**src/rtl/idecode_pkg.sv**
```systemverilog
// Shared widths, opcodes, control-field layout and the main control decode for idecode.
package idecode_pkg;

  localparam int unsigned DataWidth    = 32;
  localparam int unsigned NumRegs      = 32;
  localparam int unsigned RegAddrWidth = 5;

  localparam int unsigned WbWidth = 2;
  localparam int unsigned MWidth  = 3;
  localparam int unsigned ExWidth = 4;

  localparam int unsigned WbRegWrite = 1;
  localparam int unsigned WbMemtoReg = 0;
  localparam int unsigned MBranch    = 2;
  localparam int unsigned MMemRead   = 1;
  localparam int unsigned MMemWrite  = 0;
  localparam int unsigned ExRegDst   = 3;
  localparam int unsigned ExAluOpMsb = 2;
  localparam int unsigned ExAluOpLsb = 1;
  localparam int unsigned ExAluSrc   = 0;

  localparam logic [5:0] OP_RTYPE = 6'h00;
  localparam logic [5:0] OP_LW    = 6'h23;
  localparam logic [5:0] OP_SW    = 6'h2B;
  localparam logic [5:0] OP_BEQ   = 6'h04;

  typedef enum logic [1:0] {
    AluOpAdd   = 2'b00,
    AluOpSub   = 2'b01,
    AluOpFunct = 2'b10
  } alu_op_e;

  typedef struct packed {
    logic [WbWidth-1:0] wb;
    logic [MWidth-1:0]  m;
    logic [ExWidth-1:0] ex;
  } ctrl_t;

  // The all-zero word is a NOP even though its opcode matches R-type.
  function automatic ctrl_t decode_ctrl(input logic [DataWidth-1:0] instr);
    ctrl_t c;
    c = '0;
    if (instr != '0) begin
      case (instr[31:26])
        OP_RTYPE: begin
          c.wb[WbRegWrite]               = 1'b1;
          c.ex[ExRegDst]                 = 1'b1;
          c.ex[ExAluOpMsb:ExAluOpLsb]    = AluOpFunct;
        end
        OP_LW: begin
          c.wb[WbRegWrite]               = 1'b1;
          c.wb[WbMemtoReg]               = 1'b1;
          c.m[MMemRead]                  = 1'b1;
          c.ex[ExAluOpMsb:ExAluOpLsb]    = AluOpAdd;
          c.ex[ExAluSrc]                 = 1'b1;
        end
        OP_SW: begin
          c.m[MMemWrite]                 = 1'b1;
          c.ex[ExAluOpMsb:ExAluOpLsb]    = AluOpAdd;
          c.ex[ExAluSrc]                 = 1'b1;
        end
        OP_BEQ: begin
          c.m[MBranch]                   = 1'b1;
          c.ex[ExAluOpMsb:ExAluOpLsb]    = AluOpSub;
        end
        default: c = '0;
      endcase
    end
    return c;
  endfunction

endpackage

```
**src/rtl/idecode_if.sv**
```systemverilog
// IF/ID, write-back and ID/EX signal bundle for the decode stage.
interface idecode_if;
  import idecode_pkg::*;

  logic [DataWidth-1:0]    IF_ID_instr;
  logic [DataWidth-1:0]    IF_ID_npc;
  logic                    MEM_WB_RegWrite;
  logic [RegAddrWidth-1:0] MEM_WB_WriteReg;
  logic [DataWidth-1:0]    WB_WriteData;
  logic                    EX_MEM_PCSrc;

  logic [WbWidth-1:0]      ID_EX_wb;
  logic [MWidth-1:0]       ID_EX_m;
  logic [ExWidth-1:0]      ID_EX_ex;
  logic [DataWidth-1:0]    ID_EX_npc;
  logic [DataWidth-1:0]    ID_EX_readdat1;
  logic [DataWidth-1:0]    ID_EX_readdat2;
  logic [DataWidth-1:0]    ID_EX_sign_ext;
  logic [RegAddrWidth-1:0] ID_EX_instr_2016;
  logic [RegAddrWidth-1:0] ID_EX_instr_1511;
  logic                    ID_stall;

  modport master (
    output IF_ID_instr, IF_ID_npc, MEM_WB_RegWrite, MEM_WB_WriteReg, WB_WriteData, EX_MEM_PCSrc,
    input  ID_EX_wb, ID_EX_m, ID_EX_ex, ID_EX_npc, ID_EX_readdat1, ID_EX_readdat2,
           ID_EX_sign_ext, ID_EX_instr_2016, ID_EX_instr_1511, ID_stall
  );

  modport slave (
    input  IF_ID_instr, IF_ID_npc, MEM_WB_RegWrite, MEM_WB_WriteReg, WB_WriteData, EX_MEM_PCSrc,
    output ID_EX_wb, ID_EX_m, ID_EX_ex, ID_EX_npc, ID_EX_readdat1, ID_EX_readdat2,
           ID_EX_sign_ext, ID_EX_instr_2016, ID_EX_instr_1511, ID_stall
  );

endinterface

```
**src/rtl/idecode_reg_file.sv**
```systemverilog
// 32x32 register file with two async read ports; $0 is hard-wired to zero.
// IDECODE_WB_BYPASS_EN: a read of the register being written returns the write data.
module reg_file
  import idecode_pkg::*;
(
  input  logic                    clk,
  input  logic                    rst,
  input  logic [RegAddrWidth-1:0] raddr1_i,
  input  logic [RegAddrWidth-1:0] raddr2_i,
  output logic [DataWidth-1:0]    rdata1_o,
  output logic [DataWidth-1:0]    rdata2_o,
  input  logic                    we_i,
  input  logic [RegAddrWidth-1:0] waddr_i,
  input  logic [DataWidth-1:0]    wdata_i
);

  logic [DataWidth-1:0] regs_q [NumRegs];
  logic                 wr_en;

  assign wr_en = we_i && (waddr_i != '0);

  always_ff @(posedge clk or posedge rst) begin
    if (rst) begin
      for (int i = 0; i < NumRegs; i++) regs_q[i] <= '0;
    end else if (wr_en) begin
      regs_q[waddr_i] <= wdata_i;
    end
  end

  always_comb begin
    rdata1_o = regs_q[raddr1_i];
`ifdef IDECODE_WB_BYPASS_EN
    if (wr_en && (waddr_i == raddr1_i)) rdata1_o = wdata_i;
`endif
    if (raddr1_i == '0) rdata1_o = '0;
  end

  always_comb begin
    rdata2_o = regs_q[raddr2_i];
`ifdef IDECODE_WB_BYPASS_EN
    if (wr_en && (waddr_i == raddr2_i)) rdata2_o = wdata_i;
`endif
    if (raddr2_i == '0) rdata2_o = '0;
  end

endmodule

```
**src/rtl/idecode.sv**
```systemverilog
// Decode stage: control decode, register read, sign-extend, load-use detection, ID/EX latch.
// Honours IDECODE_WB_BYPASS_EN through the register file.
module idecode
  import idecode_pkg::*;
(
  input logic      clk,
  input logic      rst,
  idecode_if.slave bus
);

  logic [RegAddrWidth-1:0] rs, rt, rt_q, rd_q;
  logic [DataWidth-1:0]    rdata1, rdata2, sign_ext;
  logic [DataWidth-1:0]    npc_q, rdata1_q, rdata2_q, sign_ext_q;
  ctrl_t                   ctrl_d, ctrl_q;
  logic                    stall;

  assign rs       = bus.IF_ID_instr[25:21];
  assign rt       = bus.IF_ID_instr[20:16];
  assign sign_ext = {{16{bus.IF_ID_instr[15]}}, bus.IF_ID_instr[15:0]};

  reg_file u_reg_file (
    .clk      (clk),
    .rst      (rst),
    .raddr1_i (rs),
    .raddr2_i (rt),
    .rdata1_o (rdata1),
    .rdata2_o (rdata2),
    .we_i     (bus.MEM_WB_RegWrite),
    .waddr_i  (bus.MEM_WB_WriteReg),
    .wdata_i  (bus.WB_WriteData)
  );

  // A load in EX whose destination feeds this instruction needs one bubble.
  always_comb begin
    stall = ctrl_q.m[MMemRead] && (rt_q != '0) && ((rt_q == rs) || (rt_q == rt));
  end

  always_comb begin
    ctrl_d = decode_ctrl(bus.IF_ID_instr);
    if (bus.EX_MEM_PCSrc || stall) ctrl_d = '0;
  end

  always_ff @(posedge clk or posedge rst) begin
    if (rst) begin
      ctrl_q     <= '0;
      npc_q      <= '0;
      rdata1_q   <= '0;
      rdata2_q   <= '0;
      sign_ext_q <= '0;
      rt_q       <= '0;
      rd_q       <= '0;
    end else begin
      ctrl_q     <= ctrl_d;
      npc_q      <= bus.IF_ID_npc;
      rdata1_q   <= rdata1;
      rdata2_q   <= rdata2;
      sign_ext_q <= sign_ext;
      rt_q       <= rt;
      rd_q       <= bus.IF_ID_instr[15:11];
    end
  end

  assign bus.ID_EX_wb         = ctrl_q.wb;
  assign bus.ID_EX_m          = ctrl_q.m;
  assign bus.ID_EX_ex         = ctrl_q.ex;
  assign bus.ID_EX_npc        = npc_q;
  assign bus.ID_EX_readdat1   = rdata1_q;
  assign bus.ID_EX_readdat2   = rdata2_q;
  assign bus.ID_EX_sign_ext   = sign_ext_q;
  assign bus.ID_EX_instr_2016 = rt_q;
  assign bus.ID_EX_instr_1511 = rd_q;
  assign bus.ID_stall         = stall;

endmodule

```
**src/flat_wrapper.sv**
```systemverilog
// flat-port wrapper written by rule: the top's interface ports become plain ports
module idecode_flat import idecode_pkg::*;
  (clk, rst, bus_IF_ID_instr, bus_IF_ID_npc, bus_MEM_WB_RegWrite, bus_MEM_WB_WriteReg, bus_WB_WriteData, bus_EX_MEM_PCSrc, bus_ID_EX_wb, bus_ID_EX_m, bus_ID_EX_ex, bus_ID_EX_npc, bus_ID_EX_readdat1, bus_ID_EX_readdat2, bus_ID_EX_sign_ext, bus_ID_EX_instr_2016, bus_ID_EX_instr_1511, bus_ID_stall);
  idecode_if bus_i ();
  input logic clk;
  input logic rst;
  input wire logic [$bits(bus_i.IF_ID_instr)-1:0] bus_IF_ID_instr;
  input wire logic [$bits(bus_i.IF_ID_npc)-1:0] bus_IF_ID_npc;
  input wire logic [$bits(bus_i.MEM_WB_RegWrite)-1:0] bus_MEM_WB_RegWrite;
  input wire logic [$bits(bus_i.MEM_WB_WriteReg)-1:0] bus_MEM_WB_WriteReg;
  input wire logic [$bits(bus_i.WB_WriteData)-1:0] bus_WB_WriteData;
  input wire logic [$bits(bus_i.EX_MEM_PCSrc)-1:0] bus_EX_MEM_PCSrc;
  output wire logic [$bits(bus_i.ID_EX_wb)-1:0] bus_ID_EX_wb;
  output wire logic [$bits(bus_i.ID_EX_m)-1:0] bus_ID_EX_m;
  output wire logic [$bits(bus_i.ID_EX_ex)-1:0] bus_ID_EX_ex;
  output wire logic [$bits(bus_i.ID_EX_npc)-1:0] bus_ID_EX_npc;
  output wire logic [$bits(bus_i.ID_EX_readdat1)-1:0] bus_ID_EX_readdat1;
  output wire logic [$bits(bus_i.ID_EX_readdat2)-1:0] bus_ID_EX_readdat2;
  output wire logic [$bits(bus_i.ID_EX_sign_ext)-1:0] bus_ID_EX_sign_ext;
  output wire logic [$bits(bus_i.ID_EX_instr_2016)-1:0] bus_ID_EX_instr_2016;
  output wire logic [$bits(bus_i.ID_EX_instr_1511)-1:0] bus_ID_EX_instr_1511;
  output wire logic [$bits(bus_i.ID_stall)-1:0] bus_ID_stall;
  assign bus_i.IF_ID_instr = bus_IF_ID_instr;
  assign bus_i.IF_ID_npc = bus_IF_ID_npc;
  assign bus_i.MEM_WB_RegWrite = bus_MEM_WB_RegWrite;
  assign bus_i.MEM_WB_WriteReg = bus_MEM_WB_WriteReg;
  assign bus_i.WB_WriteData = bus_WB_WriteData;
  assign bus_i.EX_MEM_PCSrc = bus_EX_MEM_PCSrc;
  assign bus_ID_EX_wb = bus_i.ID_EX_wb;
  assign bus_ID_EX_m = bus_i.ID_EX_m;
  assign bus_ID_EX_ex = bus_i.ID_EX_ex;
  assign bus_ID_EX_npc = bus_i.ID_EX_npc;
  assign bus_ID_EX_readdat1 = bus_i.ID_EX_readdat1;
  assign bus_ID_EX_readdat2 = bus_i.ID_EX_readdat2;
  assign bus_ID_EX_sign_ext = bus_i.ID_EX_sign_ext;
  assign bus_ID_EX_instr_2016 = bus_i.ID_EX_instr_2016;
  assign bus_ID_EX_instr_1511 = bus_i.ID_EX_instr_1511;
  assign bus_ID_stall = bus_i.ID_stall;
  idecode u_core (.clk(clk), .rst(rst), .bus(bus_i));
endmodule
```
**config.mk**
```make
export PLATFORM = sky130hd
export DESIGN_NAME = idecode_flat
export DESIGN_NICKNAME = d
export VERILOG_FILES = /design/src/rtl/idecode_pkg.sv /design/src/rtl/idecode_if.sv /design/src/rtl/idecode_reg_file.sv /design/src/rtl/idecode.sv /design/src/flat_wrapper.sv
export SDC_FILE = /design/constraint.sdc
export NUM_CORES = 2
export LEC_CHECK = 0
export ABC_CLOCK_PERIOD_IN_PS = 45500
export CORE_ASPECT_RATIO = 0.6
export CORE_MARGIN = 5
export CORE_UTILIZATION = 55
export DETAILED_ROUTE_END_ITERATION = 8
export MAX_ROUTING_LAYER = met4
export PLACE_DENSITY_LB_ADDON = 0.3
export SETUP_SLACK_MARGIN = 0.15
export SYNTH_ARGS = -nofsm -noshare
export SYNTH_HDL_FRONTEND = slang
export SYNTH_SLANG_ARGS = --single-unit
```
**constraint.sdc**
```tcl
create_clock -name clk -period 45.5 [get_ports clk]
set_input_delay 13.65 -clock clk [delete_from_list [all_inputs] [get_ports clk]]
set_output_delay 13.65 -clock clk [all_outputs]
set_load 0.05 [all_outputs]
```
# Word level (Yosys, flattened, before mapping)
# Index checks and enable logic that the tools add are counted.
# classes
n_mul,0
bitwise_logic,3
mux,20
shifts,0
n_reduce_logical,14
eq_ne,5
n_div,0
n_lt_le_gt_ge,4
n_addsub,0
# ops
op,n
$bwmux 1024,1
$bmux 32 s5,2
$mux 32,7
$demux 32 s5,1
$reduce_bool 32->1,1
$ge 6x6->1 const B,3
$mux 9,2
$not 5->6,3
$eq 6x6->1 const B,2
$eq 5x5->1,2
$logic_not 5->1,2
$reduce_bool 5->1,2
$eq 6x3->1 const B,1
$logic_not 6->1,1
$lt 6x1->1 const B,1
$mux 1,6
$logic_and 1x1->1,4
$pmux 2 s2,1
$reduce_or 2->1,2
$logic_or 1x1->1,2
# totals
latch_bits,0
n_memories,0
out_inout_bits,148
ramBits,0
reg_bits,1155
in_bits,105
romBits,0

# Depth between registers and ports, before layout
# depth
word_depth,6
depth_mapped,10
mapped_depth_nobuf,5

# Hierarchy
# A second synthesis with hierarchy kept.
# hier_totals
cells_unflattened,3808
hier_area_um2,58638.7
# modules_own_cells
mod,cells_each,n_inst,seq_area_each_um2,area_per_inst_um2
reg_file,3617,1,25624.6,55012.8
idecode,191,1,3128.0,3626.0

# Worst setup path before layout
# OpenSTA, ideal clock, no wires.
# synth_path
path_type,input to output
startpoint,in bus_IF_ID_instr[16]
endpoint,out bus_ID_stall
required_ns,31.850
slack_ns,16.600
arrival_time_ns,15.250
path_stages,7
path_buffers,3
path_cell_list,buf_2 > buf_4 > buf_4 > xor2_1 > nor3_1 > a22oi_1 > nor2_1
# synth_between
elab_chain_len,3
# synth_lines
item,line,source
from (decl),flat_wrapper.sv:7,input wire logic [$bits(bus_i.IF_ID_instr)-1:0] bus_IF_ID_instr;
$eq 5x5->1,idecode.sv:35,stall = ctrl_q.m[MMemRead] && (rt_q != '0) && ((rt_q == rs) || (rt_q == rt));
$logic_or 1x1->1,idecode.sv:35,
$logic_and 1x1->1,idecode.sv:35,
to (decl),flat_wrapper.sv:22,output wire logic [$bits(bus_i.ID_stall)-1:0] bus_ID_stall;
# Every way passes these cells.

# Worst setup path in the final report
# layout_path
startpoint,in bus_IF_ID_instr[24]
endpoint,out bus_ID_stall
# The elaborated chain is that of the path after synthesis.

==> qor.txt <==
Clock slew at reported path FFs: 60 ps
Hold depth: 0
CTS Hold Bufs: 0
Busiest grt layer: met1
Critical R2R Capture: u_core.bus.ID_EX_ex[3]$_DFF_PP0_
Std cell rows: 91
DIE AREA: 111000 um^2
Initial core utilization: 55.7%
Layout area overhead: 11.8%
Area of the mapped netlist: 57500 um^2
M3 GR Usage: 8.70%
Final Core Density: 62.3%
Tmin final: 29580 ps
Reg2reg start: u_core.bus.ID_EX_instr_2016[1]$_DFF_PP0_
Gr ovfl total: 0
Sequential cell area fraction in the yosys report: 50.0%
Maximum root-to-sink buffer count: 3
Iteration-0 DRC count of the detailed router: 4824
Max-cap viol count: 0
Switching Fraction: 28.6%
GRT Resource Usage Total: 32.7%
Worst Path Max Fanout: 10
Mean post-synth cell area: 15.2 um^2
Setup TNS: 0 ps
Routed WL per cell: 33.0 um
Antenna-violating nets left: 0
Cell variety after synth: 50
Post-CTS Resized: 0
Die Wd: 427 um
Sequential power share: 46.9%
Post-synth ARST share: 100%
Arrival @ worst endpoint: 15930 ps
Die Y: 260 um
CTS tree: built
Number of synthesized flops with an enable pin: 0
Postcts setup bufs: 0
Part of the cycle the worst path needs: 65.0%
Vias/cell: 6.94
CP Launch Type: input port
Final wirelength: 174000 um
Grt met2 use: 45.7%
Final hold vios: 0
Hold Startpoint: u_core.u_reg_file.regs_q[1010]$_DFFE_PP0P_
TritonCTS Buffers: 107
Internal power: 0.00205 W
Fin Clk Skew: 25.4 ps
Vias in the first global route: 37300
Logic pwr share: 21.6%
Via count: 36700
Worst-margin pin slew: 1220 ps
Residual DRC: 0
WP data required: 31850 ps
Max Transition Viols Final: 0
Hold endpoint: u_core.u_reg_file.regs_q[1010]$_DFFE_PP0P_
Drt pass-1 iters: 6
First-pass GRT wire length: 259000 um
Dpl hpwl: 99900 um
H-Tree Depth: 3
Status: finished clean
Worst reg2reg setup slack: 43320 ps
Met1 Resource Use GR: 47.0%
Syn nets: 3877
Headroom to the max-slew limit: 18.4%
Clk_lat worst skew: 730 ps
Io pins: 253
Yosys reg bits: 1149
Largest net degree at the start of global routing: 168
Leakage: 27.6 nW
Most common flop cell mapped by yosys: dfrtp_1
Filler cell count: 7641
Yosys Warn Count: 0
Net Sw Power: 0.000823 W
Maximum vdd ir drop: 0.0443 mV
Initial antenna violation count: 7
RSZ-0062 raised after global routing: no
HP Class: register to register
Kind of critical path: input port to output pin
Power, Total: 0.00288 W
Clock sink total: 1149
Root buffer cell: clkbuf_16
Core ar.: 103000 um^2
Final net count: 3908
Port-buffer cells: 252
R2R cell count: 5
Final setup vio count: 0
Pwr per Cell Area: 44.7 nW/um^2
Mapped Cells: 3772
CP Capture Type: output pin
GPL Wtd Cong: 0.847
Fraction of layout cells with a size suffix above 1: 47.0%
FMAX: 0.0338 GHz
Clock share of power: 31.5%
-- flip-flops by register name, summed over array words and instances (netlist names), 4 cells and up --
signal and flops:
u_core.bus.ID_EX_readdat2 32, u_core.bus.ID_EX_sign_ext 11, u_core.u_reg_file.regs_q 1024, u_core.bus.ID_EX_ex 4, u_core.bus.ID_EX_npc 32, u_core.bus.ID_EX_instr_2016 5
u_core.bus.ID_EX_readdat1 32, u_core.bus.ID_EX_instr_1511 5
-- synthesized netlist by cell type (3+ instances only) --
library cell / number / area share (%)
xor2_1: 10 / 0.15
a221o_1: 14 / 0.24
nor2b_1: 8 / 0.087
mux2i_1: 129 / 2.2
buf_4: 45 / 0.59
clkbuf_1: 218 / 1.4
nor3_1: 11 / 0.096
buf_2: 86 / 0.75
a22oi_1: 55 / 0.72
nor2_1: 75 / 0.49
a211oi_1: 3 / 0.039
nand2b_1: 10 / 0.11
a22o_1: 9 / 0.14
nor3b_1: 4 / 0.052
dfrtp_1: 1149 / 50
o21ai_0: 37 / 0.32
buf_1: 67 / 0.44
inv_1: 4 / 0.026
nand3b_1: 5 / 0.065
buf_6: 8 / 0.16
a21oi_1: 47 / 0.41
nand3_1: 15 / 0.13
a221oi_1: 32 / 0.49
mux2_2: 1034 / 20
a222oi_1: 11 / 0.19
nand2_1: 123 / 0.80
o22ai_1: 28 / 0.30
o211ai_1: 18 / 0.23
mux4_2: 473 / 19
a31oi_1: 10 / 0.11
nor4_1: 5 / 0.054
-- worst max-delay path, cell delays in order --
cell	delay (ps)
clkdlybuf4s50_1	680
xor2_1	280
nor3_1	250
a22oi_1	130
nor2_1	130
clkdlybuf4s50_1	820
-- cell families after synthesis --
logic type / Yosys count / synth area share [%]
AO/OA/AOI/OAI: 276 / 3.37
XOR/XNOR: 10 / 0.152
buffers and inverters: 430 / 3.39
flip-flops: 1149 / 50.0
multiplexers: 1636 / 41.0
AND/OR/NAND/NOR: 271 / 2.08
-- how the worst max path moves through the flow --
stage                                   start                               end  slack (ps)  depth (start not counted)
after floorplan                           rst  u_core.bus.ID_EX_ex[0]$_DFF_PP0_       15990                          1
after global placement    bus_IF_ID_instr[24]                      bus_ID_stall       15990                          6
after detailed placement  bus_IF_ID_instr[24]                      bus_ID_stall       15920                          6
after CTS                 bus_IF_ID_instr[24]                      bus_ID_stall       15920                          6
after global routing      bus_IF_ID_instr[24]                      bus_ID_stall       15870                          6
final                     bus_IF_ID_instr[24]                      bus_ID_stall       15920                          6
-- power groups by stage --
stage / Clock [W] / Combinational [W] / Sequential, W
floorplan: 0 / 0.000428 / 0.00137
global placement: 0 / 0.000604 / 0.00135
detailed placement: 0 / 0.000618 / 0.00136
CTS: 0.000917 / 0.000621 / 0.00134
global route: 0.000960 / 0.000661 / 0.00137
finish: 0.000905 / 0.000622 / 0.00135
-- per-layer routing --
layer | share of wire, % | up-vias
met5 | 0 | -
met4 | 3.6 | 0
li1 | - | 14500
met3 | 11 | 353
met2 | 44 | 2137
met1 | 42 | 19700
-- through the flow --
| step | instances | area [um^2] | worst slack, ps | hold WS (ps) |
|---|---|---|---|---|
| detailed placement | 5089 | 60800 | 15920 | 363 |
| CTS | 5281 | 64300 | 15920 | 378 |
| floorplan | 3772 | 57500 | 15990 | 425 |
| global route | 5287 | 64300 | 15870 | 385 |
| finish | 5289 | 64300 | 15920 | 377 |
| global placement | 5089 | 60800 | 15990 | 361 |
-- cells in the final DEF, fill, tap and decap left out, types with 6 or more instances in the layout --
master,instances
dfrtp_1,1149
mux2_2,1034
mux4_2,473
clkdlybuf4s50_1,243
mux2i_1,129
nand2_1,108
clkbuf_16,108
buf_4,92
nor2_1,57
a22oi_1,55
a21oi_1,47
o21ai_0,37
a221oi_1,32
o22ai_1,28
clkbuf_1,27
clkinv_2,21
clkbuf_8,21
o211ai_1,18
nor2_4,16
nand3_1,15
nand2_2,15
a221o_1,14
a222oi_1,11
xor2_1,10
a31oi_1,10
a22o_1,9
diode_2,8
nor3_1,8
nand2b_1,8
nor2b_1,6
-- final cells by class --
| type | instances | area, um^2 | area share (%) |
|---|---|---|---|
| clock inverters | 36 | 365 | 0.568 |
| multi-input cells | 2193 | 27000 | 42.0 |
| diodes | 8 | 20.0 | 0.0311 |
| repair buffers | 346 | 3290 | 5.11 |
| well taps | 1395 | 1750 | 2.71 |
| flip-flops and latches | 1149 | 28800 | 44.7 |
| inverters | 6 | 27.5 | 0.0428 |
| clock buffers | 156 | 3090 | 4.81 |
Power figures use the tool's default switching activity.
==> patch: new RTL, same settings <==
The option `IDECODE_WB_BYPASS_EN` is turned on by a define.
--- a/src/rtl/idecode_reg_file.sv
+++ b/src/rtl/idecode_reg_file.sv
@@ -1,4 +1,6 @@
 // 32x32 register file with two async read ports; $0 is hard-wired to zero.
 // IDECODE_WB_BYPASS_EN: a read of the register being written returns the write data.
+`define IDECODE_WB_BYPASS_EN
+
 module reg_file
   import idecode_pkg::*;
Formal check against the unedited RTL: not equivalent (Yosys sat finds a counterexample within 4 cycles, from zero or initial values and one cycle with rst high).
==> patch against the original RTL <==
Global-route usage rose by 2.1 points; via count grew 6.0%; routed wire length rose by 9.9%; critical path depth stayed put; sequential cell count unchanged; worst setup slack got worse by 0.32 ns; cell area rose by 1.9%; total power rose by 3.0%; synthesized area increased by 1.8%.
==> patch: results (changes against the original RTL) <==
* Signal arrival time at the worst endpoint at 16.25 ns (was 15.93 ns)
* Placement-stage cell area at 0.06176 mm2 (was 0.06084 mm2)
* Portion of netlist area occupied by mux cells at 40.38% (was 41.01%)
* Share of the synthesized area in compound gates (AO/OA/AOI/OAI) at 3.942% (was 3.368%)
* Capturing point of the worst reg2reg path: u_core.bus.ID_EX_readdat1[3] (was u_core.bus.ID_EX_ex[3])
* Sequential element share of the synthesized area at 49.13% (was 50.00%)
* Final wirelength at 191.7 mm (was 174.5 mm)
* Clk pwr share at 33.2% (was 31.5%)
* Final setup skew at 0.03780 ns (was 0.02535 ns)
* Most numerous cell types in the synthesized netlist: dfrtp_1, mux2_2, mux4_2 (unchanged)
* Peak supply drop at 0.03504 mV (was 0.04429 mV)
* Biggest area contributors in the synthesized netlist: dfrtp_1, mux2_2, mux4_2, mux2i_1, o22ai_1 (was dfrtp_1, mux2_2, mux4_2, mux2i_1, clkbuf_1)
* Antenna violations before repair at 10 (was 7)
* Hold Startpoint: u_core.u_reg_file.regs_q[1006] (was u_core.u_reg_file.regs_q[1010])
* Drt first-iter violations at 5410 (was 4824)
* CP peak stage delay at 1.01 ns (was 0.82 ns)
* Largest fanout on the critical path at 20 (was 10)
* Actual slew at the worst max-slew pin at 1.309 ns (was 1.220 ns)
* Syn Nets at 4086 (was 3877)
* Beginning of the worst register-to-register path: u_core.u_reg_file.regs_q[547] (was u_core.bus.ID_EX_instr_2016[1])
* All-layer global routing usage at 34.80% (was 32.68%)
* Global placement routability congestion at 0.8735 (was 0.8471)
* Status: completed (unchanged)
* Max Clock Freq at 33.44 MHz (was 33.80 MHz)
* Relative contribution of sequential cells to total power at 45.4% (was 46.9%)
* Sum of net half-perimeters after detailed placement at 111.5 mm (was 99.90 mm)
* Gate count after technology mapping at 3981 (was 3772)
* Routed vias/inst at 7.065 (was 6.937)
* Drt pass-1 iters at 5 (was 6)
* Worst hold path endpoint: u_core.u_reg_file.regs_q[1006] (was u_core.u_reg_file.regs_q[1010])
* Register-to-Register Setup Slack at 43.14 ns (was 43.32 ns)
* Cell total after placement at 5299 (was 5089)
* Design internal power at 0.002122 W (was 0.002054 W)
* Post-synth cell types at 55 (was 50)
* Setup WS pre-CTS at 15.67 ns (was 15.92 ns)
* Overall via count from detail_route at 38886 (was 36688)
* Largest net degree at the start of global routing at 158 (was 168)
* Switching Power at 0.0008418 W (was 0.0008232 W)
* Final hold slack at 0.3947 ns (was 0.3766 ns)
* Global-route wire length before repair at 280.2 mm (was 259.5 mm)
* Static power due to leakage at 28.42 nW (was 27.56 nW)
patch: changes by cell type after synthesis, moves of 24 or more:
cell	change
nand2_1	-85
mux4_2	-66
mux2_2	+78
buf_2	+28
nor4_1	+24
a22oi_1	-26
mux2i_1	+58
nor3_1	+66
o22ai_1	+138
patch: final cells by class:
class / count / area, um2 / share of cell area [%]
inverters: 4 / 18.77 / 0.02862
clock inverters: 49 / 669.4 / 1.021
flip-flops and latches: 1149 / 28750 / 43.85
multi-input cells: 2374 / 27840 / 42.45
well taps: 1410 / 1764 / 2.690
repair buffers: 362 / 3387 / 5.165
diodes: 8 / 20.02 / 0.03053
clock buffers: 148 / 3127 / 4.768
patch: metal layers:
layer  vias up  part of all wire, %  GRT usage (%)
met4         0                  4.0          11.82
met3       462                   12          12.04
met2      2405                   43          47.20
met5         -                    0              -
met1     20740                   41          49.12
li1      15279                    -              -
